===== src/rtl/uart_pkg.sv =====
// Shared UART definitions: data width and receiver state encoding.
package uart_pkg;

  localparam int DATA_W = 8;

  typedef enum logic [2:0] {
    IDLE      = 3'd0,
    START     = 3'd1,
    DATA      = 3'd2,
    STOP      = 3'd3,
    CLEANUP   = 3'd4,
    WAIT_HIGH = 3'd5
  } rx_state_e;

endpackage


===== src/rtl/uart_sync.sv =====
// Two-flop synchronizer for an asynchronous single-bit input.
module uart_sync #(
  parameter logic RST_VAL = 1'b1
) (
  input  logic clk,
  input  logic rst_n,
  input  logic d,
  output logic q
);

  logic meta_q, meta_d;
  logic sync_q, sync_d;

  // Next values simply shift the input down the two-stage chain.
  always_comb begin
    meta_d = d;
    sync_d = meta_q;
  end

  // Both stages reset to the line's idle level so no false edge is seen.
  always_ff @(posedge clk or negedge rst_n) begin
    if (!rst_n) begin
      meta_q <= RST_VAL;
      sync_q <= RST_VAL;
    end else begin
      meta_q <= meta_d;
      sync_q <= sync_d;
    end
  end

  assign q = sync_q;

endmodule


===== src/rtl/uart_rx.sv =====
// UART receiver: 8N1 framing, mid-bit sampling, one-cycle valid and
// framing-error strobes, single error for a held-low (break) line.
module uart_rx
  import uart_pkg::*;
#(
  parameter int CLKS_PER_BIT = 87
) (
  input  logic              clk,
  input  logic              rst_n,
  input  logic              Rx_Serial,
  output logic [DATA_W-1:0] Rx_Byte,
  output logic              Rx_DV,
  output logic              Rx_Frame_Err,
  output logic              Rx_Active
);

  localparam int HALF_BIT = (CLKS_PER_BIT - 1) / 2;
  localparam int CNT_W    = $clog2(CLKS_PER_BIT);
  localparam logic [CNT_W-1:0] CNT_LAST = CNT_W'(CLKS_PER_BIT - 1);
  localparam logic [CNT_W-1:0] CNT_HALF = CNT_W'(HALF_BIT);

  logic rx_s;

  rx_state_e         state_q, state_d;
  logic [CNT_W-1:0]  cnt_q, cnt_d;
  logic [2:0]        bit_idx_q, bit_idx_d;
  logic [DATA_W-1:0] shift_q, shift_d;
  logic [DATA_W-1:0] byte_q, byte_d;
  logic              dv_q, dv_d;
  logic              ferr_q, ferr_d;
  logic              active_q, active_d;

  uart_sync #(
    .RST_VAL(1'b1)
  ) u_sync (
    .clk  (clk),
    .rst_n(rst_n),
    .d    (Rx_Serial),
    .q    (rx_s)
  );

  // Next-state logic: framing FSM, bit-time counter and data capture.
  always_comb begin
    state_d   = state_q;
    cnt_d     = cnt_q;
    bit_idx_d = bit_idx_q;
    shift_d   = shift_q;
    byte_d    = byte_q;
    dv_d      = 1'b0;
    ferr_d    = 1'b0;

    case (state_q)
      IDLE: begin
        cnt_d     = '0;
        bit_idx_d = '0;
        if (!rx_s) state_d = START;
      end
      START: begin
        if (cnt_q == CNT_HALF) begin
          // Still low at mid start bit: real frame; otherwise a glitch.
          cnt_d   = '0;
          state_d = rx_s ? IDLE : DATA;
        end else begin
          cnt_d = cnt_q + 1'b1;
        end
      end
      DATA: begin
        if (cnt_q == CNT_LAST) begin
          cnt_d              = '0;
          shift_d[bit_idx_q] = rx_s;
          if (bit_idx_q == 3'd7) state_d = STOP;
          else                   bit_idx_d = bit_idx_q + 3'd1;
        end else begin
          cnt_d = cnt_q + 1'b1;
        end
      end
      STOP: begin
        if (cnt_q == CNT_LAST) begin
          cnt_d = '0;
          if (rx_s) begin
            byte_d  = shift_q;
            dv_d    = 1'b1;
            state_d = CLEANUP;
          end else begin
            ferr_d  = 1'b1;
            state_d = WAIT_HIGH;
          end
        end else begin
          cnt_d = cnt_q + 1'b1;
        end
      end
      CLEANUP:   state_d = IDLE;
      // Hold here through a break so it reports only one error.
      WAIT_HIGH: if (rx_s) state_d = IDLE;
      default:   state_d = IDLE;
    endcase

    active_d = (state_d == START) || (state_d == DATA) || (state_d == STOP);
  end

  // State and output registers; reset aborts any frame in progress.
  always_ff @(posedge clk or negedge rst_n) begin
    if (!rst_n) begin
      state_q   <= IDLE;
      cnt_q     <= '0;
      bit_idx_q <= '0;
      shift_q   <= '0;
      byte_q    <= '0;
      dv_q      <= 1'b0;
      ferr_q    <= 1'b0;
      active_q  <= 1'b0;
    end else begin
      state_q   <= state_d;
      cnt_q     <= cnt_d;
      bit_idx_q <= bit_idx_d;
      shift_q   <= shift_d;
      byte_q    <= byte_d;
      dv_q      <= dv_d;
      ferr_q    <= ferr_d;
      active_q  <= active_d;
    end
  end

  assign Rx_Byte      = byte_q;
  assign Rx_DV        = dv_q;
  assign Rx_Frame_Err = ferr_q;
  assign Rx_Active    = active_q;

endmodule


===== config.mk =====
export PLATFORM = sky130hd
export DESIGN_NAME = uart_rx
export DESIGN_NICKNAME = d
export VERILOG_FILES = /design/src/rtl/uart_pkg.sv /design/src/rtl/uart_sync.sv /design/src/rtl/uart_rx.sv
export SDC_FILE = /design/constraint.sdc
export NUM_CORES = 1
export LEC_CHECK = 0
export BUFFER_PORTS_ARGS = -buffer_cell sky130_fd_sc_hd__buf_2
export CAP_MARGIN = 15
export CELL_PAD_IN_SITES_DETAIL_PLACEMENT = 1
export CELL_PAD_IN_SITES_GLOBAL_PLACEMENT = 2
export CORE_MARGIN = 2
export CORE_UTILIZATION = 39
export DETAILED_ROUTE_END_ITERATION = 8
export PLACE_DENSITY_LB_ADDON = 0.1
export SYNTH_ARGS = -nofsm -noshare
export SYNTH_HDL_FRONTEND = slang
export SYNTH_HIERARCHICAL = 1
export SYNTH_SLANG_ARGS = --single-unit

===== constraint.sdc =====
create_clock -name clk -period 2.3 [get_ports clk]
set_input_delay 0.115 -clock clk [delete_from_list [all_inputs] [get_ports clk]]
set_output_delay 0.115 -clock clk [all_outputs]
set_load 0.02 [all_outputs]

After elaboration in Yosys (flattened, before gate mapping)
Cells that the tools add are included.

word-level totals
  flip-flop bits (word level) = 34
  output and inout bits = 11
  logic and storage cells = 60

cells by class
  mux-type cells = 24
  add/sub/neg operators = 2
  magnitude comparators = 2
  eq/ne operators = 12
  reductions and logical operators = 10

operators with widths
  operator                                              count
  2-to-1 mux 3 bit                                      8
  case mux 7 bit (3 select lines)                       1
  case mux 3 bit (5 select lines)                       1
  2-to-1 mux 7 bit                                      2
  == test 3 x 2 -> 1 bit (second input constant)        4
  bitwise mux 8 bit                                     1
  2-to-1 mux 1 bit                                      8
  adder 7 x 1 -> 7 bit (second input constant)          1
  == test 7 x 6 -> 1 bit (second input constant)        1
  == test 7 bit (second input constant)                 1
  == test 3 x 1 -> 1 bit (second input constant)        2
  == test 3 bit (second input constant)                 2
  case mux 3 bit (2 select lines)                       1
  AND reduction 3 bit                                   2
  < comparator 3 x 4 -> 1 bit (second input constant)   1
  != test 2 bit (second input constant)                 2
  adder 3 x 1 -> 3 bit (second input constant)          1
  demux 1 bit (select 3 bit)                            1
  >= comparator 3 x 1 -> 1 bit (second input constant)  1
  zero test 3 bit                                       1
  nonzero test 3 bit                                    1
  logical OR 1 bit                                      2
  2-to-1 mux 2 bit                                      1
  AND reduction 2 bit                                   1
  3 further kinds                                       3

Longest topological paths before layout
Gate-level depths: netlist of run 1.

  depth after elaboration = 7
  gate-level depth with buffers = 7

Hierarchy
The synthesis of run 1 kept the hierarchy.

by module, submodules not included
  module     sequential area each (um^2)  instances  cells an instance  area an instance (um^2)
  uart_rx    800.8                        1          147                1629.1
  uart_sync  52.6                         1          2                  52.6

Worst setup path before layout of run 1
Ideal clock, no wire load.

  path kind = reg2reg
  start = register cnt_q[0]
  end = register shift_q[5]
  stages on the path, launching flop included = 7
  setup slack = 304 ps
  library setup time = 125 ps
  clock period less this slack = 1996 ps
  data required time = 2175 ps
  arrival time = 1871 ps
  path through = dfrtp_1 inv_1 ha_1 nand4b_4 or4_4 nor3b_2 mux2_2

between the ends
  cells in the longest elaborated chain, start to end = 2

RTL lines
  what                           line            text
  start, declared                uart_rx.sv:25   logic [CNT_W-1:0] cnt_q, cnt_d;
  start signal, assigned         uart_rx.sv:114  cnt_q <= cnt_d;
  == test 7 bit                  uart_rx.sv:68   if (cnt_q == CNT_LAST) begin
  AND reduction 2 bit (no line)  n/a
  end signal, assigned           uart_rx.sv:116  shift_q <= shift_d;
  end, declared                  uart_rx.sv:27   logic [DATA_W-1:0] shift_q, shift_d;

Every way passes these cells.
A chain may end at the register's enable or synchronous reset.

Worst setup path in the final report of run 1
Ends and elaborated chain as after synthesis.

==> summary.txt, run 1 <==
Status
  – Status: finished, final reports clean

STA
  – TNS Setup: 0 ns
  – Minimum clock period after layout: 2.12 ns
  – Final Skew: around 0.0063 ns
  – Slew headroom: 0.495
  – Hold Fails Final Rpt: 0
  – Tcrit/Tclk final: 0.922
  – Setup violators final: 0
  – Worst Slack Setup Final: 0.179 ns
  – F_max: 471 MHz
  – Least-Margin Pin Slew: 0.757 ns
  – RSZ-0062 raised after global routing: no
  – Max-slew violation count: 0

Synth
  – Area leader, netlist: dfrtp_1
  – Most used DFF post-synth: dfrtp_1
  – Yosys Warn Count: 6
  – Main combinational cell family by area after synthesis: simple AND/OR/NAND/NOR gates
  – Synth Area in Simple Gates: 0.193
  – Async S/R FF share, synth: 1.00
  – Register area share after synthesis: 0.507
  – Syn Area/Cell: roughly 11 um2
  – Mapped cell area: 1680 um2
  – #FFs+latches synth: 34
  – Cells after Synth: 149
  – Synth Area in Adders: 0.0357
  – Synth Area in XOR/XNOR: 0
  – Compound-Gate Fraction of Synth Area: 0.121
  – Syn_nets: roughly 160
  – EDFF count, synth: 0
  – Distinct cells, synth: 42
  – Post-synthesis mux area share: 0.107
  – Post-synth top area share: 0.476
  – Largest cells by area after synthesis: dfrtp_1 (48%), mux2_2 (11%), dfstp_2 (3.1%)

Setup path
  – Worst path required time: approximately 2.5 ns
  – Setup CP Type: reg2reg
  – Critical R2R Capture: shift_q[5]
  – R2R setup slack: 0.18 ns
  – CP Capture Type: flop
  – Crit path launch type: flop
  – R2r startpoint: cnt_q[0]
  – Crit path DAT: 2.30 ns
  – Reg2Reg Depth: 6
  – Max FO, Critical Path: 9

Finish
  – Share of post-route cells with drive strength above 1: 0.312
  – N_diodes: 0
  – Layout area overhead: 17.0%
  – Final nets: 177
  – Number of fill cells in the layout: 446

CTS
  – Clock latency at the later pin of the worst-skew pair: between 0.2 and 0.3 ns
  – CTS tree: done
  – TritonCTS buffer count: 5
  – CTS resizes: 0
  – Post-CTS setup buffer count: 0
  – Root Driver: clkbuf_8
  – Clk pin slew, worst setup/hold paths: 0.07 ns
  – # clock sinks: 34
  – H-tree depth: 2
  – Clock buffer depth: 2

Drt
  – Vias: ~1200
  – Wire per inst: ~16 um
  – DR iter-0 viols: 26
  – First-pass DRT Iterations: 4
  – Final wirelength: 3530 um
  – Post-route ant nets: 0
  – Residual DRC: 0
  – Via density: 5.48

Pwr
  – Worst vdd ir: 0.425 mV
  – PD cells: approximately 640 nW/um2
  – Static Leak: 0.960 nW

Placed design
  – Routability cong.: 0.733
  – # port buffers: 13
  – Dpl hpwl: ~2500 um
  – Pre-CTS WS: 0.183 ns

Global routing
  – Initial antenna violation count: 0
  – First-pass GRT wire length: 6020 um
  – GR Overflow Total: 0
  – Vias in the first global route: 1225
  – Largest net degree at the start of global routing: 35
  – GRT Util Overall: 0.159

Die
  – Full die area: 4850 um2
  – FP Rows: 23
  – Starting density of the core: 0.412
  – Die height: about 70 um
  – Core Region: 4090 um2
  – Chip Width: 69.7 um
  – # IOs: 14

Worst hold path
  – Worst Hold Path Cells: 0
  – Hold_sp: u_sync/meta_q
  – Hold Path Sink: u_sync/q
  – Hold WC Path Type: reg2reg

Flow run
  – Max cap viols: 0
-- per-stage QoR --
step | instances | cell area (um2) | hold slack, ns | total power, mW | util
2_1_floorplan | 149 | 1680 | -0.181 | 0.677 | -
3_3_place_gp | 211 | 1840 | 0.222 | 0.707 | 0.449
3_5_place_dp | 211 | 1840 | 0.223 | 0.711 | 0.449
4_1_cts | 220 | 1970 | 0.358 | 1.28 | 0.482
5_1_grt | 220 | 1970 | 0.360 | 1.32 | 0.482
6_report | 220 | 1970 | 0.357 | 1.26 | 0.482
-- how the worst max path moves through the flow --
| stage | from | end | slack [ns] | cells past startpoint |
|---|---|---|---|---|
| 4_1_cts | cnt_q[0] | shift_q[5] | 0.17 | 6 |
| 3_5_place_dp | cnt_q[0] | shift_q[5] | 0.18 | 6 |
| 6_report | cnt_q[0] | shift_q[5] | 0.18 | 6 |
| 2_1_floorplan | cnt_q[0] | shift_q[5] | 0.30 | 6 |
| 5_1_grt | cnt_q[0] | shift_q[5] | 0.06 | 6 |
| 3_3_place_gp | cnt_q[0] | shift_q[5] | 0.24 | 6 |
-- worst max-delay path, cell delays in order (launching register included) --
cell	delay [ns]
dfrtp_1	0.41
inv_1	0.10
ha_1	0.20
nand4b_4	0.17
or4_4	0.59
nor3b_2	0.20
mux2_2	0.34
-- area by class of cell --
class                           count  area (um2)  share of cell area
Timing Repair Buffer               22         150              0.0763
Multi-Input combinational cell    101         767               0.390
Clock inverter                      1        30.0              0.0153
Sequential cell                    34         853               0.434
Tap cell                           50        62.6              0.0318
Inverter                            6        22.5              0.0114
Clock buffer                        6        82.6              0.0420
-- cell usage after synthesis (3+ instances only) --
master / count
ha_1: 4
nand2_1: 14
nor2_1: 5
and3_1: 3
nor3_1: 5
a2111oi_0: 3
clkbuf_1: 4
or2_2: 3
a311o_1: 4
nand3_1: 7
nor4_1: 3
inv_1: 6
mux2_2: 16
dfrtp_1: 32
-- sequential cells by signal, summed over array words and instances (netlist names), 3 cells and up --
| signal | cells |
|---|---|
| Rx_Byte | 8 |
| shift_q | 8 |
| state_q | 3 |
| cnt_q | 7 |
| bit_idx_q | 3 |
-- cell families after synthesis --
| kind of cell | count (synthesis) |
|---|---|
| buffers and inverters | 14 |
| adders and majority gates | 5 |
| AOI/OAI and AO/OA | 25 |
| and+or+nand+nor | 55 |
| DFF | 34 |
| muxes | 16 |
-- cell usage in the layout, fill, tap and decap left out, drive strengths merged, types with 2 or more instances in the layout --
cell	instances
nor4	3
a311o	4
nand2	14
inv	6
or2	3
or3	2
ha	4
a21o	2
nor2	5
nand3	7
nor3b	2
clkbuf	6
o211ai	2
and2	2
a211o	2
a22oi	2
nand2b	2
nor3	5
a2111oi	3
o21ai	3
dfstp	2
buf	20
and3	3
mux2	16
dlygate4sd3	2
nand3b	2
dfrtp	32
-- routing by layer --
metal / routed length [um] / GRT usage
met2: 1560 / 0.243
met5: 0 / 0
met1: 1790 / 0.213
met4: 63 / 0.0641
met3: 115 / 0.0451
-- timing repair --
item | in CTS | in global routing
endpoints found under the hold margin | 33 | 0
hold buffers | 2 | 0
setup endpoints to repair | 0 | 0
-- power breakdown --
part / internal [mW] / total [mW] / switching, mW
clock: 0.347 / 0.561 / 0.214
combinational: 0.0281 / 0.0753 / 0.0471
sequential: 0.611 / 0.627 / 0.0158
total: 0.986 / 1.26 / 0.277
Note: power is estimated with default switching activity, not from simulation.
==> inputs of run 2 (changes only) <==
CORE_UTILIZATION = 40   (was 39)
SYNTH_HIERARCHICAL = default   (was 1)
==> run 2 against run 1 <==
Against the previous run: sequential share of layout area is 2.4 points higher; wire length is 5.1% lower; global-route usage is 1.3 points higher; combinational power is 5.2% higher; power is 9.9% lower; first-iteration DRC count is 62% higher; clock power is 25% lower; cell area is 5.3% lower; utilization is 1.6 points lower; die area is 3.2% lower; critical path depth stayed put; count of clock-buffer cells in the layout stayed put.
==> summary.txt, run 2 <==
Synth
  – Distinct cells, synth: 47 (+12%)
  – Synth Area in XOR/XNOR: 0.0210 (+0.0210)
  – Main combinational cell family by area after synthesis: simple AND/OR/NAND/NOR gates
  – Area leader, netlist: dfrtp_1
  – EDFF count, synth: 0 (unchanged)
  – Commonest cells post-synth: dfrtp_1 (32), mux2_2 (12), nand3_1 (7)
  – Cells after Synth: 135 (-9.4%)
  – Largest cells by area after synthesis: dfrtp_1 (48%), mux2_2 (8.1%), mux2_1 (3.4%)
  – Post-synth top area share: 0.481 (+0.00465)
  – Post-synthesis mux area share: 0.115 (+0.00781)
  – Synth Area in Adders: 0.0301 (-0.00566)
  – Syn_nets: 142 (-9.0%)
  – #FFs+latches synth: 34 (unchanged)
  – Register area share after synthesis: 0.512 (+0.00496)
  – Yosys Warn Count: 0 (-6)
  – Most used DFF post-synth: dfrtp_1
  – Synth Area in Simple Gates: 0.213 (+0.0199)
  – Compound-Gate Fraction of Synth Area: 0.0811 (-0.0394)
  – Syn Area/Cell: 12.3 um2 (+9.3%)
  – Top-count cell post-synth: dfrtp_1
  – Async S/R FF share, synth: 1.00 (unchanged)
  – Mapped cell area: 1670 um2 (-0.97%)

Setup path
  – Worst path required time: 2.47 ns (about the same)
  – Reg2Reg Depth: 6 (unchanged)
  – Setup CP Type: reg2reg
  – R2R setup slack: 0.22 ns (+0.04 ns)
  – R2r startpoint: cnt_q[0]
  – Crit path launch type: flop
  – Worst setup path start: cnt_q[0]
  – CP Capture Type: flop
  – Critical R2R Capture: Rx_Byte[6]
  – Crit path DAT: 2.25 ns (-0.05 ns)
  – Max FO, Critical Path: 9 (unchanged)

Drt
  – First-pass DRT Iterations: 4 (unchanged)
  – Final wirelength: 3350 um (-5.1%)
  – Wire per inst: 16.6 um (+3.3%)
  – Post-route ant nets: 0 (unchanged)
  – Residual DRC: 0 (unchanged)
  – Via density: 5.49 (about the same)
  – Vias: 1108 (-8.1%)
  – DR iter-0 viols: 42 (+62%)

STA
  – RSZ-0062 raised after global routing: no
  – Max-slew violation count: 0 (unchanged)
  – Minimum clock period after layout: 2.08 ns (-0.0390 ns)
  – Setup violators final: 0 (unchanged)
  – Final Skew: 0.00616 ns (-0.0000973 ns)
  – Least-Margin Pin Slew: 0.733 ns (-0.0237 ns)
  – Worst Slack Setup Final: 0.218 ns (+0.0390 ns)
  – TNS Setup: 0 ns (unchanged)
  – Tcrit/Tclk final: 0.905 (-0.0170)
  – F_max: 480 MHz (+1.9%)
  – Slew headroom: 0.511 (+0.0158)
  – Hold Fails Final Rpt: 0 (unchanged)

CTS
  – Clock buffer depth: 2 (unchanged)
  – Clock latency at the later pin of the worst-skew pair: 0.29 ns (about the same)
  – H-tree depth: 2 (unchanged)
  – TritonCTS buffer count: 5 (unchanged)
  – Root Driver: clkbuf_8
  – # clock sinks: 34 (unchanged)
  – CTS tree: done
  – CTS resizes: 0 (unchanged)
  – Clk pin slew, worst setup/hold paths: 0.07 ns (about the same)

Finish
  – Finished Cell Area: 1860 um2 (-5.3%)
  – Final nets: 158 (-11%)
  – Share of post-route cells with drive strength above 1: 0.283 (-0.0289)
  – Most frequent cells in the layout: dfrtp_1 (32), buf_2 (13), mux2_2 (12)
  – Layout area overhead: 11.9%
  – Most common cell after layout, fill and taps aside: dfrtp_1
  – Number of fill cells in the layout: 428 (-4.0%)
  – N_diodes: 0 (unchanged)
  – Post-route non-filler standard cell count: 202 (-8.2%)

Pwr
  – PD cells: 610 nW/um2 (-4.9%)
  – Static Leak: 0.905 nW (-5.7%)
  – Worst vdd ir: 0.312 mV (-27%)

Global routing
  – Largest net degree at the start of global routing: 35 (unchanged)
  – First-pass GRT wire length: 5710 um (-5.0%)
  – GR Overflow Total: 0 (unchanged)
  – Vias in the first global route: 1176 (-4.0%)
  – Initial antenna violation count: 0 (unchanged)
  – GRT Util Overall: 0.172 (+0.0130)

Die
  – Chip Width: 68.5 um (-1.6%)
  – Die height: 68.5 um (-1.6%)
  – FP Rows: 23 (unchanged)
  – # IOs: 14 (unchanged)
  – Starting density of the core: 0.416 (+0.00482)
  – Core Region: 4000 um2 (-2.1%)
  – Full die area: 4700 um2 (-3.2%)

Placed design
  – Routability cong.: 0.768 (+4.7%)
  – Dpl hpwl: 2390 um (-2.7%)
  – Cells after DPL: 192 (-9.0%)
  – Placed cell area: 1760 um2 (-4.0%)
  – # port buffers: 13 (unchanged)
  – Pre-CTS WS: 0.192 ns (+0.00874 ns)

Flow run
  – Max cap viols: 0 (unchanged)

Worst hold path
  – Worst Hold Path Cells: 0 (unchanged)
  – Hold_sp: u_sync.meta_q
  – Hold Path Sink: u_sync.q
  – Hold WC Path Type: reg2reg

Status
  – Status: finished, final reports clean
==> run 2: changes by cell type in the layout (fill, tap and decap cells not counted), sizes merged, moves of 3 or more <==
| cell | previous run | this run |
|---|---|---|
| a2111oi | 3 | 0 |
| a21oi | 1 | 4 |
| a311o | 4 | 0 |
| and4b | 0 | 3 |
| buf | 20 | 13 |
| nand2 | 14 | 4 |
| nand2b | 2 | 5 |
| nor3 | 5 | 2 |
| or2 | 3 | 0 |
==> run 2: worst max-delay path, cell delays in order (launching register included) <==
cell and delay (ns):
dfrtp_1 0.39, inv_1 0.10, ha_1 0.23, nand4b_4 0.15, nor3_2 0.22, and3_1 0.47
mux2_2 0.40
==> run 2: stage by stage <==
stage               power [mW]  utilization  hold slack [ns]
detailed placement       0.728        0.440            0.223
finish                    1.14        0.466            0.357
floorplan                0.695            -           -0.181
CTS                       1.16        0.466            0.360
global placement         0.724        0.440            0.205
global route              1.20        0.466            0.365
==> run 2: final cells by class <==
cell class | instances | area (um2) | share of cell area
Multi-Input combinational cell | 91 | 766 | 0.411
Inverter | 4 | 15.0 | 0.00805
Tap cell | 50 | 62.6 | 0.0336
Sequential cell | 34 | 853 | 0.458
Clock inverter | 2 | 10.0 | 0.00537
Timing Repair Buffer | 15 | 85.1 | 0.0456
Clock buffer | 6 | 72.6 | 0.0389
==> run 2: power by group <==
part | leakage [nW] | internal [mW] | switching, mW | total (mW)
clock network | 0.0450 | 0.209 | 0.209 | 0.418
logic | 0.404 | 0.0313 | 0.0479 | 0.0792
registers | 0.456 | 0.613 | 0.0275 | 0.640
==> run 2: per-layer routing <==
metal	up-vias	GRT usage	wire length, um
li1	533	-	-
met1	555	0.221	1680
met2	14	0.266	1500
met3	6	0.0487	98
met4	0	0.0825	69
met5	-	0	0
==> run 2: kinds of logic (layout without fill, tap and decap cells) <==
group / Yosys count / after routing
buffers and inverters: 10 / 27
AND/OR/NAND/NOR: 47 / 47
adder cells (fa/ha/maj): 4 / 4
multiplexers: 17 / 17
AO/OA/AOI/OAI: 19 / 19
flip-flops: 34 / 34
XOR/XNOR: 4 / 4
==> run 2: worst max-delay path by stage <==
stage,to,cells after the start
floorplan,shift_q[1],6
global placement,Rx_Byte[7],6
global route,Rx_Byte[6],6
CTS,Rx_Byte[6],6
detailed placement,Rx_Byte[6],6
finish,Rx_Byte[6],6
==> run 2: timing repair <==
item,in CTS,in global routing
hold endpoints to repair,33,0
hold buffers,2,0
setup endpoints to repair,0,0
setup buffers,0,0
==> inputs of run 3 (changes only) <==
ABC_AREA = 1   (was default)
CORE_UTILIZATION = 35   (was 40)
TNS_END_PERCENT = 1   (was default)
==> run 3 against run 2 <==
Against the previous run: first-iteration DRC count down 40%; power up 1.3%; die area up 7.9%; clock skew down 0.0018 ns; register-to-register slack better by 0.44 ns; count of clock-buffer cells in the layout unchanged; combinational power up 24%; global-route usage down 1.5 points; setup slack better by 0.44 ns; synthesized cell count up 41%; clock power about the same; sequential power down 0.6%; critical path type unchanged; largest cell class unchanged.
==> summary.txt, run 3 <==
Status
  – Status: finished, final reports clean

Placed design
  – Routability cong.: 0.736 (-4.1%)
  – Placed cell area: 1710 um2 (-3.1%)
  – Cells after DPL: 255 (+33%)
  – # port buffers: 13 (unchanged)
  – Dpl hpwl: 2590 um (+8.3%)

STA
  – RSZ-0062 raised after global routing: no
  – Slew headroom: 0.495 (-0.0164)
  – F_max: 609 MHz (+27%)
  – Hold Slack: 0.355 ns (-0.00199 ns)
  – Final Skew: 0.00432 ns (-0.00184 ns)
  – Minimum clock period after layout: 1.64 ns (-0.439 ns)
  – Max-slew violation count: 0 (unchanged)
  – Hold Fails Final Rpt: 0 (unchanged)
  – TNS Setup: 0 ns (unchanged)
  – Setup violators final: 0 (unchanged)
  – Tcrit/Tclk final: 0.714 (-0.191)
  – Least-Margin Pin Slew: 0.758 ns (+0.0246 ns)

Synth
  – Distinct cells, synth: 20 (-57%)
  – Async S/R FF share, synth: 1.00 (unchanged)
  – Syn_nets: 198 (+39%)
  – Register area share after synthesis: 0.540 (+0.0276)
  – Syn Area/Cell: 8.27 um2 (-33%)
  – Post-synth top area share: 0.507 (+0.0259)
  – Most used DFF post-synth: dfrtp_1
  – Yosys Warn Count: 0 (unchanged)
  – Largest cells by area after synthesis: dfrtp_1 (51%), nand2_1 (14%), nor2_1 (5.2%)
  – EDFF count, synth: 0 (unchanged)
  – Cells after Synth: 191 (+41%)
  – Top-count cell post-synth: nand2_1
  – Mapped cell area: 1580 um2 (-5.1%)
  – #FFs+latches synth: 34 (unchanged)
  – Area leader, netlist: dfrtp_1
  – Commonest cells post-synth: nand2_1 (61), dfrtp_1 (32), nor2_1 (22)

Die
  – FP Rows: 24 (+4.3%)
  – Chip Width: 71.2 um (+3.9%)
  – # IOs: 14 (unchanged)
  – Core Region: 4350 um2 (+8.9%)
  – Die height: 71.2 um (+3.9%)
  – Full die area: 5070 um2 (+7.9%)
  – Starting density of the core: 0.363 (-0.0534)

Setup path
  – CP Cell Sequence: inv_1 -> ha_1 -> inv_1 -> nor2_1 -> nand3_1 -> nand2_1 -> nand2_1 -> nor2_1 -> nor3_1
  – Worst path required time: 2.46 ns (about the same)
  – Crit-path slowest cell: dfrtp_1
  – Crit path DAT: 1.80 ns (-0.45 ns)
  – Crit path launch type: flop
  – Setup CP Type: reg2reg
  – Critical path's largest stage delay: 0.38 ns (-0.09 ns)
  – Max FO, Critical Path: 5 (-4)
  – CP Capture Type: flop

Drt
  – Residual DRC: 0 (unchanged)
  – Vias: 1276 (+15%)
  – Via density: 4.82 (-12%)
  – First-pass DRT Iterations: 4 (unchanged)
  – Final wirelength: 3450 um (+2.9%)
  – Wire per inst: 13.0 um (-22%)
  – DR iter-0 viols: 25 (-40%)
  – Post-route ant nets: 0 (unchanged)

Finish
  – Number of fill cells in the layout: 528 (+23%)
  – Share of post-route cells with drive strength above 1: 0.150 (-0.133)
  – Most frequent cells in the layout: nand2_1 (61), dfrtp_1 (32), nor2_1 (22)
  – Most common cell after layout, fill and taps aside: nand2_1
  – Area of the multi-input gates: 641 um2 (-16%)
  – N_diodes: 0 (unchanged)
  – FF+latch area: 853 um2 (unchanged)
  – Final nets: 219 (+39%)
  – Post-route non-filler standard cell count: 265 (+31%)
  – Finished Cell Area: 1810 um2 (-3.0%)
  – Layout area overhead: 14.5%

CTS
  – TritonCTS buffer count: 5 (unchanged)
  – # clock sinks: 34 (unchanged)
  – H-tree depth: 2 (unchanged)
  – Clock buffer depth: 2 (unchanged)
  – Clk pin slew, worst setup/hold paths: 0.07 ns (about the same)
  – CTS tree: done
  – Root Driver: clkbuf_8
  – Clock latency at the later pin of the worst-skew pair: 0.28 ns (about the same)

Pwr
  – Overall Power: 1.15 mW (+1.3%)
  – Static Leak: 0.941 nW (+4.0%)
  – PD cells: 637 nW/um2 (+4.4%)
  – Worst vdd ir: 0.325 mV (+4.3%)

Global routing
  – Vias in the first global route: 1320 (+12%)
  – Initial antenna violation count: 0 (unchanged)
  – First-pass GRT wire length: 6120 um (+7.1%)
  – GR Overflow Total: 0 (unchanged)
  – Largest net degree at the start of global routing: 35 (unchanged)
  – GRT Util Overall: 0.157 (-0.0153)

Flow run
  – Max cap viols: 0 (unchanged)

Worst hold path
  – Hold WC Path Type: reg2reg
## run 3: cell types whose count changed in the layout (fill, tap and decap cells not counted), moves of 3 or more
cell      before  now
mux2_1         5    0
o21ai_1        0   11
nand2b_1       5    0
inv_1          3   19
nor4_1         3    0
nor2_1         4   22
mux2_2        12    0
nand2_1        4   61
nand3_1        7   14
nor2b_1        3    0
nor3_1         1    5
## run 3: what timing repair did
item	CTS	global route
setup buffers	0	0
hold buffers	2	0
resized for setup	0	0
hold endpoints to repair	33	0
## run 3: worst paths after layout
kind,start,endpoint,slack [ns],cells past startpoint
min in group asynchronous,rst_n,cnt_q[2],0.43,2
worst min register to register,u_sync.meta_q,u_sync.q,0.36,0
worst min-delay path,u_sync.meta_q,u_sync.q,0.36,0
max in group asynchronous,rst_n,shift_q[3],1.39,2
worst max register to register,cnt_q[0],cnt_q[3],0.66,9
worst max-delay path,cnt_q[0],cnt_q[3],0.66,9
## run 3: report_power, final
part | switching, mW | internal (mW) | total, mW
clock | 0.209 | 0.209 | 0.418
sequential | 0.0204 | 0.616 | 0.636
combinational | 0.0688 | 0.0291 | 0.0979
## run 3: kinds of logic after synthesis
group / after synthesis / synth area share
buf+inv: 23 / 0.0546
simple gates: 110 / 0.305
xor+xnor: 2 / 0.0111
flops: 34 / 0.540
fa+ha+maj: 4 / 0.0317
compound gates: 18 / 0.0578
## run 3: critical path, delay by kind of cell (launching register included)
kind | cells | cell delay (ns)
buffers and inverters | 2 | 0.16
DFF | 1 | 0.38
adders and majority gates | 1 | 0.22
and+or+nand+nor | 6 | 0.75
## run 3: through the flow
stage / util / setup slack [ns]
4_1_cts: 0.416 / 0.642
2_1_floorplan: - / 0.875
5_1_grt: 0.416 / 0.444
6_report: 0.416 / 0.657
3_3_place_gp: 0.392 / 0.708
3_5_place_dp: 0.392 / 0.651
## run 3: per-layer routing
layer / global-route usage / part of all wire / vias to the layer above
li1: - / - / 642
met1: 0.204 / 0.50 / 611
met4: 0.0629 / 0.021 / 0
met3: 0.0470 / 0.032 / 6
met2: 0.244 / 0.45 / 17
met5: 0 / 0 / -
## run 3: area by class of cell
| class | instances | area share |
|---|---|---|
| sequential | 34 | 0.472 |
| multi-input combinational | 134 | 0.354 |
| clock inverter | 2 | 0.00553 |
| inverter | 22 | 0.0456 |
| clock buffer | 6 | 0.0401 |
| tap | 52 | 0.0360 |
| timing repair buffer | 15 | 0.0470 |
